**config.mk**
```make
export PLATFORM = sky130hd
export DESIGN_NAME = flash_timer
export DESIGN_NICKNAME = d
export VERILOG_FILES = /design/src/rtl/simon_pkg.sv /design/src/rtl/flash_timer_tick_gen.sv /design/src/rtl/flash_timer.sv
export SDC_FILE = /design/constraint.sdc
export NUM_CORES = 1
export LEC_CHECK = 0
export CORE_MARGIN = 2
export CORE_UTILIZATION = 60
export DETAILED_ROUTE_END_ITERATION = 12
export DONT_BUFFER_PORTS = 1
export PLACE_DENSITY = 0.76
export RECOVER_POWER = 25
export SYNTH_ARGS = -nofsm -noshare
export SYNTH_HDL_FRONTEND = slang
export SYNTH_HIERARCHICAL = 1
export SYNTH_SLANG_ARGS = --single-unit
```
**constraint.sdc**
```tcl
create_clock -name clk -period 5 [get_ports clk]
set_input_delay 1 -clock clk [delete_from_list [all_inputs] [get_ports clk]]
set_output_delay 1 -clock clk [all_outputs]
set_load 0.05 [all_outputs]
```
**src/rtl/simon_pkg.sv**
```systemverilog
// Shared types, default timing constants and the speed-code to period mapping
// used by the pacing timer, the game FSM timeout logic and the bench.
package simon_pkg;

  typedef logic [2:0]  speed_t;
  typedef logic [15:0] period_t;

  localparam int BASE_MS = 800;
  localparam int STEP_MS = 100;
  localparam int MIN_MS  = 100;

  typedef enum logic {
    FT_IDLE = 1'b0,
    FT_RUN  = 1'b1
  } ft_state_e;

  // period = max(base - speed*step, min), computed without underflow
  function automatic period_t speed_to_period(
    input speed_t  speed,
    input period_t base_ms = period_t'(BASE_MS),
    input period_t step_ms = period_t'(STEP_MS),
    input period_t min_ms  = period_t'(MIN_MS)
  );
    logic [18:0] prod;
    logic [18:0] room;
    prod = 19'(speed) * 19'(step_ms);
    if (base_ms <= min_ms) begin
      return min_ms;
    end
    room = 19'(base_ms - min_ms);
    if (prod >= room) begin
      return min_ms;
    end
    return base_ms - prod[15:0];
  endfunction

endpackage

```
**src/rtl/flash_timer_tick_gen.sv**
```systemverilog
// Prescaler producing a one-cycle tick every PRESCALE enabled clocks.
// The count is held at zero whenever the enable is low or clear is high.
module tick_gen #(
  parameter int PRESCALE = 50000
) (
  input  logic clk,
  input  logic rst,
  input  logic en,
  input  logic clr,
  output logic tick
);

  localparam int CW = (PRESCALE > 1) ? $clog2(PRESCALE) : 1;
  localparam logic [CW-1:0] LAST = CW'(PRESCALE - 1);

  logic [CW-1:0] cnt_q;
  logic [CW-1:0] cnt_d;

  assign tick = en & (cnt_q == LAST);

  // next count: wrap on tick, zero while idle or cleared
  always_comb begin
    cnt_d = cnt_q;
    if (clr || !en) begin
      cnt_d = '0;
    end else if (tick) begin
      cnt_d = '0;
    end else begin
      cnt_d = cnt_q + 1'b1;
    end
  end

  // count register with synchronous reset
  always_ff @(posedge clk) begin
    if (rst) begin
      cnt_q <= '0;
    end else begin
      cnt_q <= cnt_d;
    end
  end

endmodule

```
**src/rtl/flash_timer.sv**
```systemverilog
// Pacing timer for the game FSM: strobes pulse once per speed-dependent
// period and provides a 50 % flash phase for LED gating during playback.
//
// state | meaning
// IDLE  | counters held at zero, all outputs low
// RUN   | ms counter advancing on ticks, pulse at end of each period
module flash_timer #(
  parameter int CLK_HZ  = 50_000_000,
  parameter int TICK_HZ = 1000,
  parameter int BASE_MS = simon_pkg::BASE_MS,
  parameter int STEP_MS = simon_pkg::STEP_MS,
  parameter int MIN_MS  = simon_pkg::MIN_MS
) (
  input  logic       clk,
  input  logic       rst,
  input  logic       load_speed,
  input  logic [2:0] speed,
  input  logic       halt,
  output logic       pulse,
  output logic       flash_on,
  output logic       running
);

  import simon_pkg::*;

  localparam int PRESCALE = CLK_HZ / TICK_HZ;

  ft_state_e state_q, state_d;
  period_t   period_q, period_d;
  period_t   ms_q, ms_d;
  logic      flash_on_q, flash_on_d;
  logic      pulse_raw;
  logic      tick;
  logic      tick_clr;
  logic      tick_en;
  logic      terminal;

  assign tick_en  = (state_q == FT_RUN);
  assign terminal = tick && (ms_q == (period_q - 16'd1));

  tick_gen #(
    .PRESCALE(PRESCALE)
  ) u_tick_gen (
    .clk (clk),
    .rst (rst),
    .en  (tick_en),
    .clr (tick_clr),
    .tick(tick)
  );

  // next state, period latch, ms counter and pulse decode
  always_comb begin
    state_d   = state_q;
    period_d  = period_q;
    ms_d      = ms_q;
    pulse_raw = 1'b0;
    tick_clr  = 1'b0;
    case (state_q)
      FT_IDLE: begin
        ms_d = '0;
        if (load_speed) begin
          period_d = speed_to_period(speed, period_t'(BASE_MS),
                                     period_t'(STEP_MS), period_t'(MIN_MS));
          tick_clr = 1'b1;
          state_d  = FT_RUN;
        end
      end
      FT_RUN: begin
        if (halt) begin
          ms_d     = '0;
          tick_clr = 1'b1;
          state_d  = FT_IDLE;
        end else if (load_speed) begin
          // restart suppresses any pulse due this cycle
          period_d = speed_to_period(speed, period_t'(BASE_MS),
                                     period_t'(STEP_MS), period_t'(MIN_MS));
          ms_d     = '0;
          tick_clr = 1'b1;
        end else if (terminal) begin
          pulse_raw = 1'b1;
          ms_d      = '0;
        end else if (tick) begin
          ms_d = ms_q + 16'd1;
        end
      end
      default: begin
        state_d = FT_IDLE;
        ms_d    = '0;
      end
    endcase
    flash_on_d = (state_d == FT_RUN) && (ms_d < (period_d >> 1));
  end

  // state, period, ms and flash phase registers
  always_ff @(posedge clk) begin
    if (rst) begin
      state_q    <= FT_IDLE;
      period_q   <= period_t'(BASE_MS);
      ms_q       <= '0;
      flash_on_q <= 1'b0;
    end else begin
      state_q    <= state_d;
      period_q   <= period_d;
      ms_q       <= ms_d;
      flash_on_q <= flash_on_d;
    end
  end

  assign pulse    = pulse_raw & ~rst;
  assign flash_on = flash_on_q;
  assign running  = (state_q == FT_RUN);

endmodule

```
* After elaboration in Yosys (flattened, before gate mapping) *
Index checks and enable logic that the tools add are counted.

storage, ports and cells
  register bits = 50
  input port bits = 7
  output and inout bits = 3
  word-level logic and storage cells = 54

operators by class
  add/sub/neg operators = 4
  multipliers = 1
  order comparisons = 2
  eq/ne operators = 5
  mux-type cells = 26
  bitwise gates (word level) = 4
  reductions and logical operators = 6

operators by type and width
  kind                                                 number
  two-way mux 16 bit                                   10
  case mux 16 bit (2 select lines)                     2
  adder 16 x 1 -> 16 bit (second input constant)       2
  equality test 16 bit                                 1
  equality test 16 bit (second input constant)         1
  < comparator 16 x 15 -> 1 bit                        1
  subtractor 16 x 1 -> 16 bit (second input constant)  1
  two-way mux 1 bit                                    12
  subtractor 10 x 10 -> 11 bit (first input constant)  1
  >= comparator 10 bit (second input constant)         1
  multiplier 3 x 5 -> 8 bit (second input constant)    1
  inequality test 2 bit (second input constant)        3
  case mux 1 bit (2 select lines)                      2
  AND reduction 3 bit                                  1
  OR reduction 3 bit                                   1
  AND 1 bit                                            2
  logical AND 1 bit                                    2
  NOT 1 bit                                            2
  zero test 1 bit                                      1
  logical OR 1 bit                                     1

* Logic depth before layout (Yosys ltp) *
Gate-level depths: netlist (run 1).

  depth after elaboration = 12
  gate-level depth with buffers = 17
  gate-level depth less buffers = 16

* Cells and area by module *
Netlist (run 1), hierarchy kept.

modules (own cells, without submodules)
  module       times used  cells each  area an instance (um^2)
  flash_timer  1           297         2442.3
  tick_gen     1           81          719.4

* Worst setup path after synthesis (run 1) *
Ideal clock, no wire load.

  path kind = reg2out
  start = register state_q (netlist: running)
  end = output port pulse
  data arrival time = 3.032 ns
  required time = 4.000 ns
  path slack = 0.968 ns
  cell stages (with the launch flop) = 10
  buffers on the path = 2
  cell sequence = dfxtp_1 -> nand3b_1 -> nor4_1 -> clkbuf_1 -> nand4_1 -> a21oi_1 -> nand4_1 -> a2111oi_4 -> buf_6 -> nor3b_2

between the ends
  cells in the longest elaborated chain, start to end = 7

RTL lines
  item                    RTL line                    RTL
  from (decl)             flash_timer.sv:28           ft_state_e state_q, state_d;
  from (signal assigned)  flash_timer.sv:102          state_q <= state_d;
  AND 1 bit               flash_timer_tick_gen.sv:19  assign tick = en & (cnt_q == LAST);
  named net tick          flash_timer.sv:33           logic tick;
  logical AND 1 bit       flash_timer.sv:39           assign terminal = tick && (ms_q == (period_q - 16'd1));
  two-way mux 1 bit       flash_timer.sv:79           end else if (terminal) begin
  two-way mux 1 bit       flash_timer.sv:73           end else if (load_speed) begin
  two-way mux 1 bit       flash_timer.sv:69           if (halt) begin
  two-way mux 1 bit       flash_timer.sv:58           case (state_q)
  AND 1 bit               flash_timer.sv:109          assign pulse = pulse_raw & ~rst;
  to (decl)               flash_timer.sv:19           output logic pulse,

The timed path passes the listed nets, and every way through them passes these cells.

* Worst setup path in the final report (run 1) *
  start = register period_q[1]
  end = output port pulse

between the ends
  cells in the longest elaborated chain, start to end = 8

RTL lines
  item                         RTL line            RTL
  from (decl)                  flash_timer.sv:29   period_t period_q, period_d;
  from (signal assigned)       flash_timer.sv:98   period_q <= period_t'(BASE_MS);
  from (signal assigned)       flash_timer.sv:103  period_q <= period_d;
  subtractor 16 x 1 -> 16 bit  flash_timer.sv:39
  equality test 16 bit         flash_timer.sv:39
  logical AND 1 bit            flash_timer.sv:39
  two-way mux 1 bit            flash_timer.sv:79
  two-way mux 1 bit            flash_timer.sv:73
  two-way mux 1 bit            flash_timer.sv:69
  two-way mux 1 bit            flash_timer.sv:58
  AND 1 bit                    flash_timer.sv:109

No other way between the ends.

==> results of run 1 <==
## power by group through the flow
stage	clock (W)	combinational [W]	sequential (W)
floorplan	0	0.0000762	0.000416
global placement	0	0.0000890	0.000420
detailed placement	0	0.0000916	0.000420
CTS	0.000240	0.0000920	0.000411
global route	0.000257	0.000102	0.000413
finish	0.000233	0.0000926	0.000411
## cells in the mapped netlist, types with 2 or more instances
| cell type | instances |
|---|---|
| nor4_1 | 6 |
| nand3_1 | 16 |
| clkbuf_1 | 12 |
| buf_6 | 2 |
| a21oi_1 | 6 |
| a2111oi_0 | 2 |
| a22oi_1 | 4 |
| a31oi_1 | 4 |
| nor2b_1 | 3 |
| nand3b_1 | 2 |
| or3_1 | 2 |
| xor2_1 | 19 |
| nand4_1 | 15 |
| xnor2_1 | 30 |
| nor4b_1 | 2 |
| nand2_1 | 21 |
| nor3_1 | 39 |
| a31o_2 | 2 |
| o21bai_1 | 2 |
| and2_1 | 6 |
| o22ai_1 | 5 |
| ha_1 | 24 |
| nor2_1 | 40 |
| a21o_1 | 6 |
| o21ai_0 | 7 |
| inv_1 | 14 |
| nand2b_1 | 5 |
| and3b_1 | 3 |
| dfxtp_1 | 49 |
| buf_2 | 4 |
| a211oi_1 | 2 |
## cell type report
class	instances	area (um2)
Fill cell	458	1840
Clock inverter	3	21.3
Tap cell	70	87.6
Inverter	14	52.6
Clock buffer	5	68.8
Multi-Input combinational cell	297	2030
Timing Repair Buffer	4	30.0
Sequential cell	49	981
## stage by stage
| stage | util, % | hold slack, ns | power (W) |
|---|---|---|---|
| floorplan | - | 0.430 | 0.000492 |
| global placement | 62.5 | 0.444 | 0.000509 |
| detailed placement | 62.5 | 0.461 | 0.000512 |
| CTS | 64.3 | 0.482 | 0.000743 |
| global route | 64.0 | 0.525 | 0.000771 |
| finish | 64.0 | 0.476 | 0.000737 |
## how the worst min path moves through the flow
| stage | startpoint | endpoint | slack [ns] | depth (start not counted) |
|---|---|---|---|---|
| 2_1_floorplan | u_tick_gen/cnt_q[0] | u_tick_gen/cnt_q[0] | 0.43 | 1 |
| 3_3_place_gp | u_tick_gen/cnt_q[0] | u_tick_gen/cnt_q[0] | 0.44 | 1 |
| 3_5_place_dp | u_tick_gen/cnt_q[0] | u_tick_gen/cnt_q[0] | 0.46 | 1 |
| 4_1_cts | u_tick_gen/cnt_q[0] | u_tick_gen/cnt_q[0] | 0.48 | 1 |
| 5_1_grt | u_tick_gen/cnt_q[0] | u_tick_gen/cnt_q[0] | 0.53 | 1 |
| 6_report | u_tick_gen/cnt_q[0] | u_tick_gen/cnt_q[0] | 0.48 | 1 |
## layer usage
metal	vias to the layer above	GRT usage, %	wire length [um]
li1	1344	-	-
met1	1231	32.3	3140
met2	64	39.0	3150
met3	12	4.15	325
met4	0	8.73	146
met5	-	0	0
## cells by family (layout without fill, tap and decap cells)
| logic type | after synthesis | in the layout | share of synthesized area (%) |
|---|---|---|---|
| xor gates and xnor gates | 49 | 49 | 13.6 |
| AOI/OAI and AO/OA | 53 | 53 | 12.9 |
| muxes | 1 | 1 | 0.317 |
| and+or+nand+nor | 170 | 170 | 28.3 |
| buffers and inverters | 32 | 26 | 4.43 |
| adders and majority gates | 24 | 24 | 9.50 |
| DFF | 49 | 49 | 31.0 |
## sequential cells by signal (all words and copies together) (netlist names)
name / count
running: 1
ms_q: 16
flash_on: 1
u_tick_gen/cnt_q: 16
period_q: 15
## worst reg2reg max path, cell delays in order (launching register included)
cell and delay [ns]:
dfxtp_1 0.40, inv_1 0.11, ha_1 0.23, nor4b_2 0.60, o2bb2a_1 0.30, a221oi_1 0.22, nand4_1 0.18, a2111oi_4 0.30
buf_4 0.35, nor3_1 0.12, ha_1 0.35, a21o_1 0.16, a21o_1 0.17, a21o_1 0.17, a21oi_1 0.13, o221a_2 0.20
o31a_1 0.12
==> results.ini, run 1 <==
[outcome]
failed_checks = capacitance limit, slew limit
run_status = finished with violations

[layout]
drive_gt1_share_pct = 5.91
final_cells = 442
nets = 402
syn_to_final_growth_pct = 3.32
diodes = 0
layout_common_cells = dfxtp_1 (49), nor2_1 (40), nor3_1 (39)
final_common_cell = dfxtp_1
post-route-cell-area_mm2 = 0.00327

[synthesis]
syn_nets = 409
syn-instance-count = 378
synth_edf_count = 0
synth_ff_type = dfxtp_1
yosysSeqAreaShare_pct = 31.0
syn-cell-area_mm2 = 0.00316
synth-async-reset-ratio_pct = 0
ys_seq_elements = 49
synth_warnings = 6
synth_cell_types = 55
synth_area_per_cell_um2 = 8.36
netlist.area_leader.share_pct = 31.0
synthTopCellsByArea = dfxtp_1 (31%), ha_1 (9.5%), xnor2_1 (8.3%)
synth_top_area_cell = dfxtp_1

[critical_path]
crit_family = simple AND/OR/NAND/NOR gates
worst_path_most_repeated_cell = buf_4
path_max_fanout = 31
crit_path_start = period_q[1]
r2r-start = period_q[1]
crit_end = pulse
cp-start-kind = register
r2r_slack_ns = 0.83
crit_path_end_kind = output pin
worstSetupPathDepth = 10
critical_path_buf_inv_count = 3
crit_chain = inv_1, ha_1, nor4b_2, o2bb2a_1, a221oi_1, nand4_1, a2111oi_4, buf_4, nor3b_2, buf_4
slowest_stage = nor4b_2
worstPathArrival_ns = 3.45
crit_type = register to output pin
r2r-end = flash_on
critPathMaxStageDelay_ns = 0.60
rr_worst_depth = 16
cp.required_ns = 4.00

[global_routing]
grt_usage_pct = 24.1
grt_pass1_wl_mm = 11.6
grt_pass1_vias = 2519
antenna_found_initial = 0
grt_max_degree = 32
gr-total-overflow = 0

[routing]
drt_first_pass_iters = 4
viasPerCell = 6.00
wl_per_cell_um = 15.3
route.vias.total = 2651
drtIter0Drc = 133
drt-total-wl_mm = 6.76
ant_nets = 0
route.detailed.drc = 0

[clock_network]
worstSkewPairLatency_ns = 0.30
clk_pin_slew_worst_paths_ns = 0.09
ctsHoldBuffers = 0
cts-htree-levels = 2
cts_root_buffer = clkbuf_8
cts_setup_buffers = 0
ctsResizeCount = 0
tritoncts = built
clock_sinks = 49
clockBufferDepth = 2
cts_made_buffers = 5

[power_and_ir_drop]
powerDensity_mw_per_mm2 = 226
p_int_w = 0.000533
p_leak_nw = 1.13
swShare_pct = 27.7
combPwrFrac_pct = 12.6
p_seq_share_pct = 55.8
clkPwrFrac_pct = 31.7
ir_drop_uv = 193
switchingPower_w = 0.000204

[floorplanning]
coreArea_mm2 = 0.00511
num_rows = 26
die_h_um = 76.6
die_w_um = 76.6
dieArea_mm2 = 0.00587
start_util_pct = 61.9
ios = 10

[placement]
placed_area_mm2 = 0.00319
port_buffers = 0
dp_cells = 434
dpl_worst_slack_ns = 0.902
gp_congestion = 0.925
hpwl_mm = 5.20

[sta]
fin_crit_sh_pct = 89.1
rsz0062_at_grt = no
setup_tns_ns = 0
worstMarginPinSlew_ns = 1.65
drv_slew = 17
finalSetupViolCount = 0
finClkSkew_ns = 0.00636
setup_slack_ns = 0.546
worst_slew_margin_rel_pct = -11.2
hold_viol_final = 0
period_needed_ns = 4.45
fmax_ghz = 0.224

[job]
drv_cap = 1

[min_path]
holdCritPathClass = register to register

Power figures use the tool's default switching activity.
==> run 2, diff against run 1 <==
--- a/config.mk
+++ b/config.mk
@@ -5,6 +5,7 @@
 export SDC_FILE = /design/constraint.sdc
 export NUM_CORES = 1
 export LEC_CHECK = 0
+export CORE_ASPECT_RATIO = 1.1
 export CORE_MARGIN = 2
 export CORE_UTILIZATION = 60
 export DETAILED_ROUTE_END_ITERATION = 12
==> run 2 against run 1 <==
- the run still ends with capacitance limit, slew limit left
- count of clock-buffer cells in the layout unchanged
- sequential cell count unchanged
- sequential power is essentially flat
- sequential share of layout area down 0.26 points
- combinational power shrank 1%
- clock power up 47%
- largest cell class unchanged
- largest power group unchanged
==> results.ini, run 2 (synthesis results as in run 1) <==
[critical_path]
crit_path_start = period_q[1]
crit_chain = inv_1, ha_1, nor4b_2, o2bb2a_1, a221oi_1, nand4_1, a2111oi_4, buf_4, nor3b_2, buf_4
r2r_slack_ns = 0.85  ; +0.02 ns
r2r-start = period_q[1]
slowest_stage = nor4b_2
critical_path_buf_inv_count = 3  ; unchanged
worstPathArrival_ns = 3.41  ; -0.04 ns
crit_type = register to output pin
r2r-end = flash_on
crit_family = simple AND/OR/NAND/NOR gates
cp-start-kind = register
critPathMaxStageDelay_ns = 0.62  ; +0.02 ns
cp.required_ns = 4.00  ; about the same
crit_end = pulse
worst_path_most_repeated_cell = buf_4
path_max_fanout = 31  ; unchanged
rr_worst_depth = 16  ; unchanged
worstSetupPathDepth = 10  ; unchanged
crit_path_end_kind = output pin

[layout]
nets = 402  ; unchanged
post-route-cell-area_mm2 = 0.00330  ; +0.88%
drive_gt1_share_pct = 5.65  ; -0.27 points
final_common_cell = dfxtp_1
syn_to_final_growth_pct = 4.23
diodes = 0  ; unchanged
reg_top3 = ms_q: 16 flops, u_tick_gen/cnt_q: 16 flops, period_q: 15 flops
layout_common_cells = dfxtp_1 (49), nor2_1 (40), nor3_1 (39)

[global_routing]
grt_pass1_wl_mm = 11.4  ; -2.0%
gr-total-overflow = 0  ; unchanged
antenna_found_initial = 0  ; unchanged
grt_usage_pct = 24.9  ; +0.77 points
grt_max_degree = 32  ; unchanged
grt_pass1_vias = 2483  ; -1.4%

[sta]
finalSetupViolCount = 0  ; unchanged
fin_hold_ws_ns = 0.475  ; -0.000524 ns
setup_slack_ns = 0.588  ; +0.0420 ns
setup_tns_ns = 0  ; unchanged
period_needed_ns = 4.41  ; -0.0420 ns
worst_slew_margin_rel_pct = -7.44  ; +3.8 points
rsz0062_at_grt = no
hold_viol_final = 0  ; unchanged
drv_slew = 17  ; unchanged
worstMarginPinSlew_ns = 1.59  ; -0.0561 ns
fin_crit_sh_pct = 88.2  ; -0.84 points
fmax_ghz = 0.227  ; +0.95%
finClkSkew_ns = 0.0201  ; +0.0137 ns

[clock_network]
cts_root_buffer = clkbuf_8
tritoncts = built
cts_made_buffers = 5  ; unchanged
clock_sinks = 49  ; unchanged
cts-htree-levels = 2  ; unchanged
clk_pin_slew_worst_paths_ns = 0.09  ; about the same
ctsHoldBuffers = 0  ; unchanged
worstSkewPairLatency_ns = 0.31  ; about the same
cts_setup_buffers = 0  ; unchanged
clockBufferDepth = 2  ; unchanged
ctsResizeCount = 0  ; unchanged

[floorplanning]
die_w_um = 73.2  ; -4.4%
start_util_pct = 62.8  ; +0.91 points
ios = 10  ; unchanged
coreArea_mm2 = 0.00503  ; -1.4%
die_h_um = 80.1  ; +4.6%
num_rows = 27  ; +3.8%
dieArea_mm2 = 0.00587  ; about the same

[power_and_ir_drop]
powerDensity_mw_per_mm2 = 256  ; +14%
ir_drop_uv = 179  ; -7.2%
total_power_w = 0.000844  ; +15%
p_leak_nw = 1.16  ; +2.0%

[routing]
route.detailed.drc = 0  ; unchanged
drt_first_pass_iters = 5  ; +1
route.vias.total = 2697  ; +1.7%
viasPerCell = 6.27  ; +4.6%
ant_nets = 0  ; unchanged
drt-total-wl_mm = 6.81  ; +0.68%
drtIter0Drc = 125  ; -6.0%
wl_per_cell_um = 15.8  ; +3.5%

[placement]
gp_congestion = 0.919  ; -0.72%
port_buffers = 0  ; unchanged
dpl_worst_slack_ns = 0.914  ; +0.0125 ns
hpwl_mm = 5.15  ; -0.91%
placed_area_mm2 = 0.00318  ; -0.47%

[outcome]
run_status = finished with violations
failed_checks = capacitance limit, slew limit

[job]
drv_cap = 1  ; unchanged

[min_path]
hp-start = u_tick_gen/cnt_q[0]
holdCritPathClass = register to register

## run 2: power breakdown
part           internal, W  switching [W]  leakage [nW]
Combinational    0.0000361      0.0000555         0.691
Clock             0.000201       0.000140        0.0687
Sequential        0.000397      0.0000138         0.397
Total             0.000635       0.000209          1.16
## run 2: worst reg2reg max path, cell delays in order (launching register included)
cell,delay [ns]
dfxtp_1,0.39
inv_1,0.11
ha_1,0.22
nor4b_2,0.62
o2bb2a_1,0.30
a221oi_1,0.21
nand4_1,0.18
a2111oi_4,0.29
buf_4,0.36
nor3_1,0.11
ha_1,0.34
a21o_1,0.16
a21o_1,0.18
a21o_1,0.17
a21oi_1,0.14
o221a_2,0.21
o31a_1,0.12
## run 2: area by class of cell
cell class	instances	area (um2)
fill	415	1740
timing repair buffer	4	26.3
tap	58	72.6
clock buffer	5	68.8
multi-input combinational	297	2030
clock inverter	3	68.8
inverter	14	52.6
sequential	49	981
## run 2: how the worst min path moves through the flow
stage | endpoint | slack [ns] | cells past startpoint
after floorplan | u_tick_gen/cnt_q[0] | 0.43 | 1
after global placement | u_tick_gen/cnt_q[0] | 0.45 | 1
after detailed placement | u_tick_gen/cnt_q[0] | 0.46 | 1
after CTS | u_tick_gen/cnt_q[0] | 0.48 | 1
after global routing | u_tick_gen/cnt_q[0] | 0.50 | 1
final | u_tick_gen/cnt_q[0] | 0.48 | 1
## run 2: routing by layer
metal	up-vias	global-route usage [%]	part of all wire (%)
li1	1340	-	-
met5	-	0	0
met1	1250	31.6	44
met3	21	4.39	4.5
met2	86	41.4	48
met4	0	9.63	3.2
## run 2: metrics by stage
step	std cells	utilization, %
after detailed placement	422	63.1
after floorplan	378	-
final	430	65.5
after global routing	430	65.5
after global placement	422	63.1
after CTS	430	65.8
==> run 3, diff against run 2 <==
--- a/config.mk
+++ b/config.mk
@@ -6,7 +6,6 @@
 export NUM_CORES = 1
 export LEC_CHECK = 0
 export CORE_ASPECT_RATIO = 1.1
-export CORE_MARGIN = 2
 export CORE_UTILIZATION = 60
 export DETAILED_ROUTE_END_ITERATION = 12
 export DONT_BUFFER_PORTS = 1
==> constraint.sdc (replaced) <==
create_clock -name clk -period 4.1 [get_ports clk]
set_input_delay 0.82 -clock clk [delete_from_list [all_inputs] [get_ports clk]]
set_output_delay 0.82 -clock clk [all_outputs]
set_load 0.05 [all_outputs]
==> run 3 against run 2 <==
- the run still ends with capacitance limit, slew limit left
- non-clock buffer count is 10 higher
- setup slack worse by 0.36 ns
- worst hold slack better by 0.0014 ns
- sequential cell count stayed put
- clock skew is 0.0052 ns lower
- sequential share of layout area is 0.47 points lower
- first-iteration DRC count is 27% higher
- power is 9.1% higher
==> results.ini, run 3 (synthesis results as in run 1) <==
[layout]
drive_gt1_share_pct = 8.38  ; +2.7 points
nets = 412  ; +2.5%
final_common_cell = dfxtp_1
seq_area_um2 = 981  ; unchanged
reg_top3 = ms_q: 16 flops, u_tick_gen/cnt_q: 16 flops, period_q: 15 flops
final_util_pct = 66.5  ; +1.0 points
multi_input_area_mm2 = 0.00204  ; +0.80%
diodes = 0  ; unchanged
syn_to_final_growth_pct = 5.90
final_cells = 440  ; +2.3%
layout_common_cells = dfxtp_1 (49), nor2_1 (40), nor3_1 (39)
final.fill_count = 436  ; +5.1%

[power_and_ir_drop]
ir_drop_uv = 257  ; +44%
p_seq_share_pct = 54.4  ; +5.7 points
clkPwrFrac_pct = 32.9  ; -7.6 points
total_power_w = 0.000921  ; +9.1%
p_leak_nw = 1.19  ; +2.9%
switchingPower_w = 0.000265  ; +27%
swShare_pct = 28.8  ; +4.0 points
powerDensity_mw_per_mm2 = 275  ; +7.4%
combPwrFrac_pct = 12.7  ; +1.9 points
p_int_w = 0.000656  ; +3.4%

[clock_network]
clk_pin_slew_worst_paths_ns = 0.10  ; about the same
ctsHoldBuffers = 0  ; unchanged
cts_made_buffers = 5  ; unchanged
tritoncts = built
worstSkewPairLatency_ns = 0.31  ; about the same
clockBufferDepth = 2  ; unchanged
cts-htree-levels = 2  ; unchanged
clock_sinks = 49  ; unchanged
cts_root_buffer = clkbuf_8

[critical_path]
cp.required_ns = 3.28  ; -0.72 ns
crit_path_end_kind = output pin
critPathMaxStageDelay_ns = 0.63  ; about the same
cp-start-kind = register
slowest_stage = or4b_2
worst_path_most_repeated_cell = buf_6
path_max_fanout = 8  ; -74%
crit_type = register to output pin
worstPathArrival_ns = 3.05  ; -0.36 ns
crit_chain = inv_1, ha_1, or4b_2, a2111oi_2, o21bai_1, a2111oi_4, buf_6, nor3b_2, buf_6

[sta]
fin_hold_ws_ns = 0.477  ; +0.00143 ns
finalSetupViolCount = 0  ; unchanged
finClkSkew_ns = 0.0148  ; -0.00522 ns
hold_viol_final = 0  ; unchanged
worstMarginPinSlew_ns = 1.60  ; +0.00252 ns
period_needed_ns = 3.87
rsz0062_at_grt = no
worst_slew_margin_rel_pct = -7.61  ; -0.17 points
fin_crit_sh_pct = 94.3
drv_slew = 17  ; unchanged
fmax_ghz = 0.259
setup_tns_ns = 0  ; unchanged

[global_routing]
grt_pass1_wl_mm = 11.8  ; +3.8%
antenna_found_initial = 0  ; unchanged
grt_max_degree = 18  ; -44%
grt_usage_pct = 26.7  ; +1.8 points
gr-total-overflow = 0  ; unchanged
grt_pass1_vias = 2589  ; +4.3%

[placement]
port_buffers = 0  ; unchanged
dp_cells = 428  ; +1.4%
hpwl_mm = 5.35  ; +3.8%
gp_congestion = 0.892  ; -2.9%

[routing]
route.vias.total = 2711  ; +0.52%
viasPerCell = 6.16  ; -1.8%
drt_first_pass_iters = 4  ; -1
ant_nets = 0  ; unchanged
route.detailed.drc = 0  ; unchanged
drt-total-wl_mm = 6.96  ; +2.3%
drtIter0Drc = 159  ; +27%
wl_per_cell_um = 15.8  ; about the same

[floorplanning]
die_h_um = 78.1  ; -2.5%
ios = 10  ; unchanged
dieArea_mm2 = 0.00556  ; -5.2%
coreArea_mm2 = 0.00503  ; unchanged
num_rows = 27  ; unchanged
die_w_um = 71.2  ; -2.7%
start_util_pct = 62.8  ; unchanged

[outcome]
run_status = finished with violations
failed_checks = capacitance limit, slew limit

[job]
drv_cap = 1  ; unchanged

[min_path]
holdCritPathClass = register to register

[run 3: cell count changes in the layout (fill, tap and decap cells not counted), moves of 2 or more]
| cell | before | now |
|---|---|---|
| buf_4 | 3 | 10 |
| buf_6 | 0 | 2 |
| bufinv_16 | 2 | 0 |
| clkinv_4 | 0 | 2 |
[run 3: cell type report]
class,count,share of cell area (%)
clock inverter,3,0.785
inverter,14,1.57
timing repair buffer,14,3.14
clock buffer,5,2.06
tap,58,2.17
sequential,49,29.3
multi-input combinational,297,61.0
[run 3: worst max-delay path, delay by kind of cell, from the launching register on]
family,cells,cell delay (ns)
DFF,1,0.40
adders and majority gates,1,0.23
and+or+nand+nor,2,0.83
AOI/OAI and AO/OA,3,0.80
buffers and inverters,3,0.48
[run 3: final timing paths]
path / startpoint / endpoint / slack, ns / depth (start not counted)
setup / recovery: period_q[1] / pulse / 0.23 / 9
hold / removal: u_tick_gen/cnt_q[0] / u_tick_gen/cnt_q[0] / 0.48 / 1
setup reg to reg: period_q[1] / flash_on / 0.25 / 15
hold reg to reg: u_tick_gen/cnt_q[0] / u_tick_gen/cnt_q[0] / 0.48 / 1
[run 3: through the flow]
stage / instance area (um2) / setup WS (ns)
floorplan: 3160 / 0.248
CTS: 3320 / 0.0126
global placement: 3220 / 0.346
detailed placement: 3220 / 0.232
global route: 3350 / 0.0246
finish: 3350 / 0.232
[run 3: routing by layer]
| layer | up-vias | part of all wire [%] | track usage, % |
|---|---|---|---|
| met4 | 0 | 1.3 | 10.4 |
| met5 | - | 0 | 0 |
| met2 | 38 | 51 | 46.6 |
| met3 | 7 | 3.0 | 2.95 |
| met1 | 1307 | 45 | 33.3 |
| li1 | 1359 | - | - |
[run 3: repair_timing]
item | CTS | global route
setup endpoints to repair | 1 | 2
cloned | 0 | 0
resized for setup | 0 | 5
pin swaps | 1 | 0
setup buffers | 1 | 3
[run 3: power by group through the flow]
stage | Sequential, W | Clock [W] | Combinational (W)
2_1_floorplan | 0.000507 | 0 | 0.0000929
3_3_place_gp | 0.000511 | 0 | 0.000114
3_5_place_dp | 0.000511 | 0 | 0.000117
4_1_cts | 0.000500 | 0.000311 | 0.000117
5_1_grt | 0.000503 | 0.000329 | 0.000129
6_report | 0.000501 | 0.000303 | 0.000117
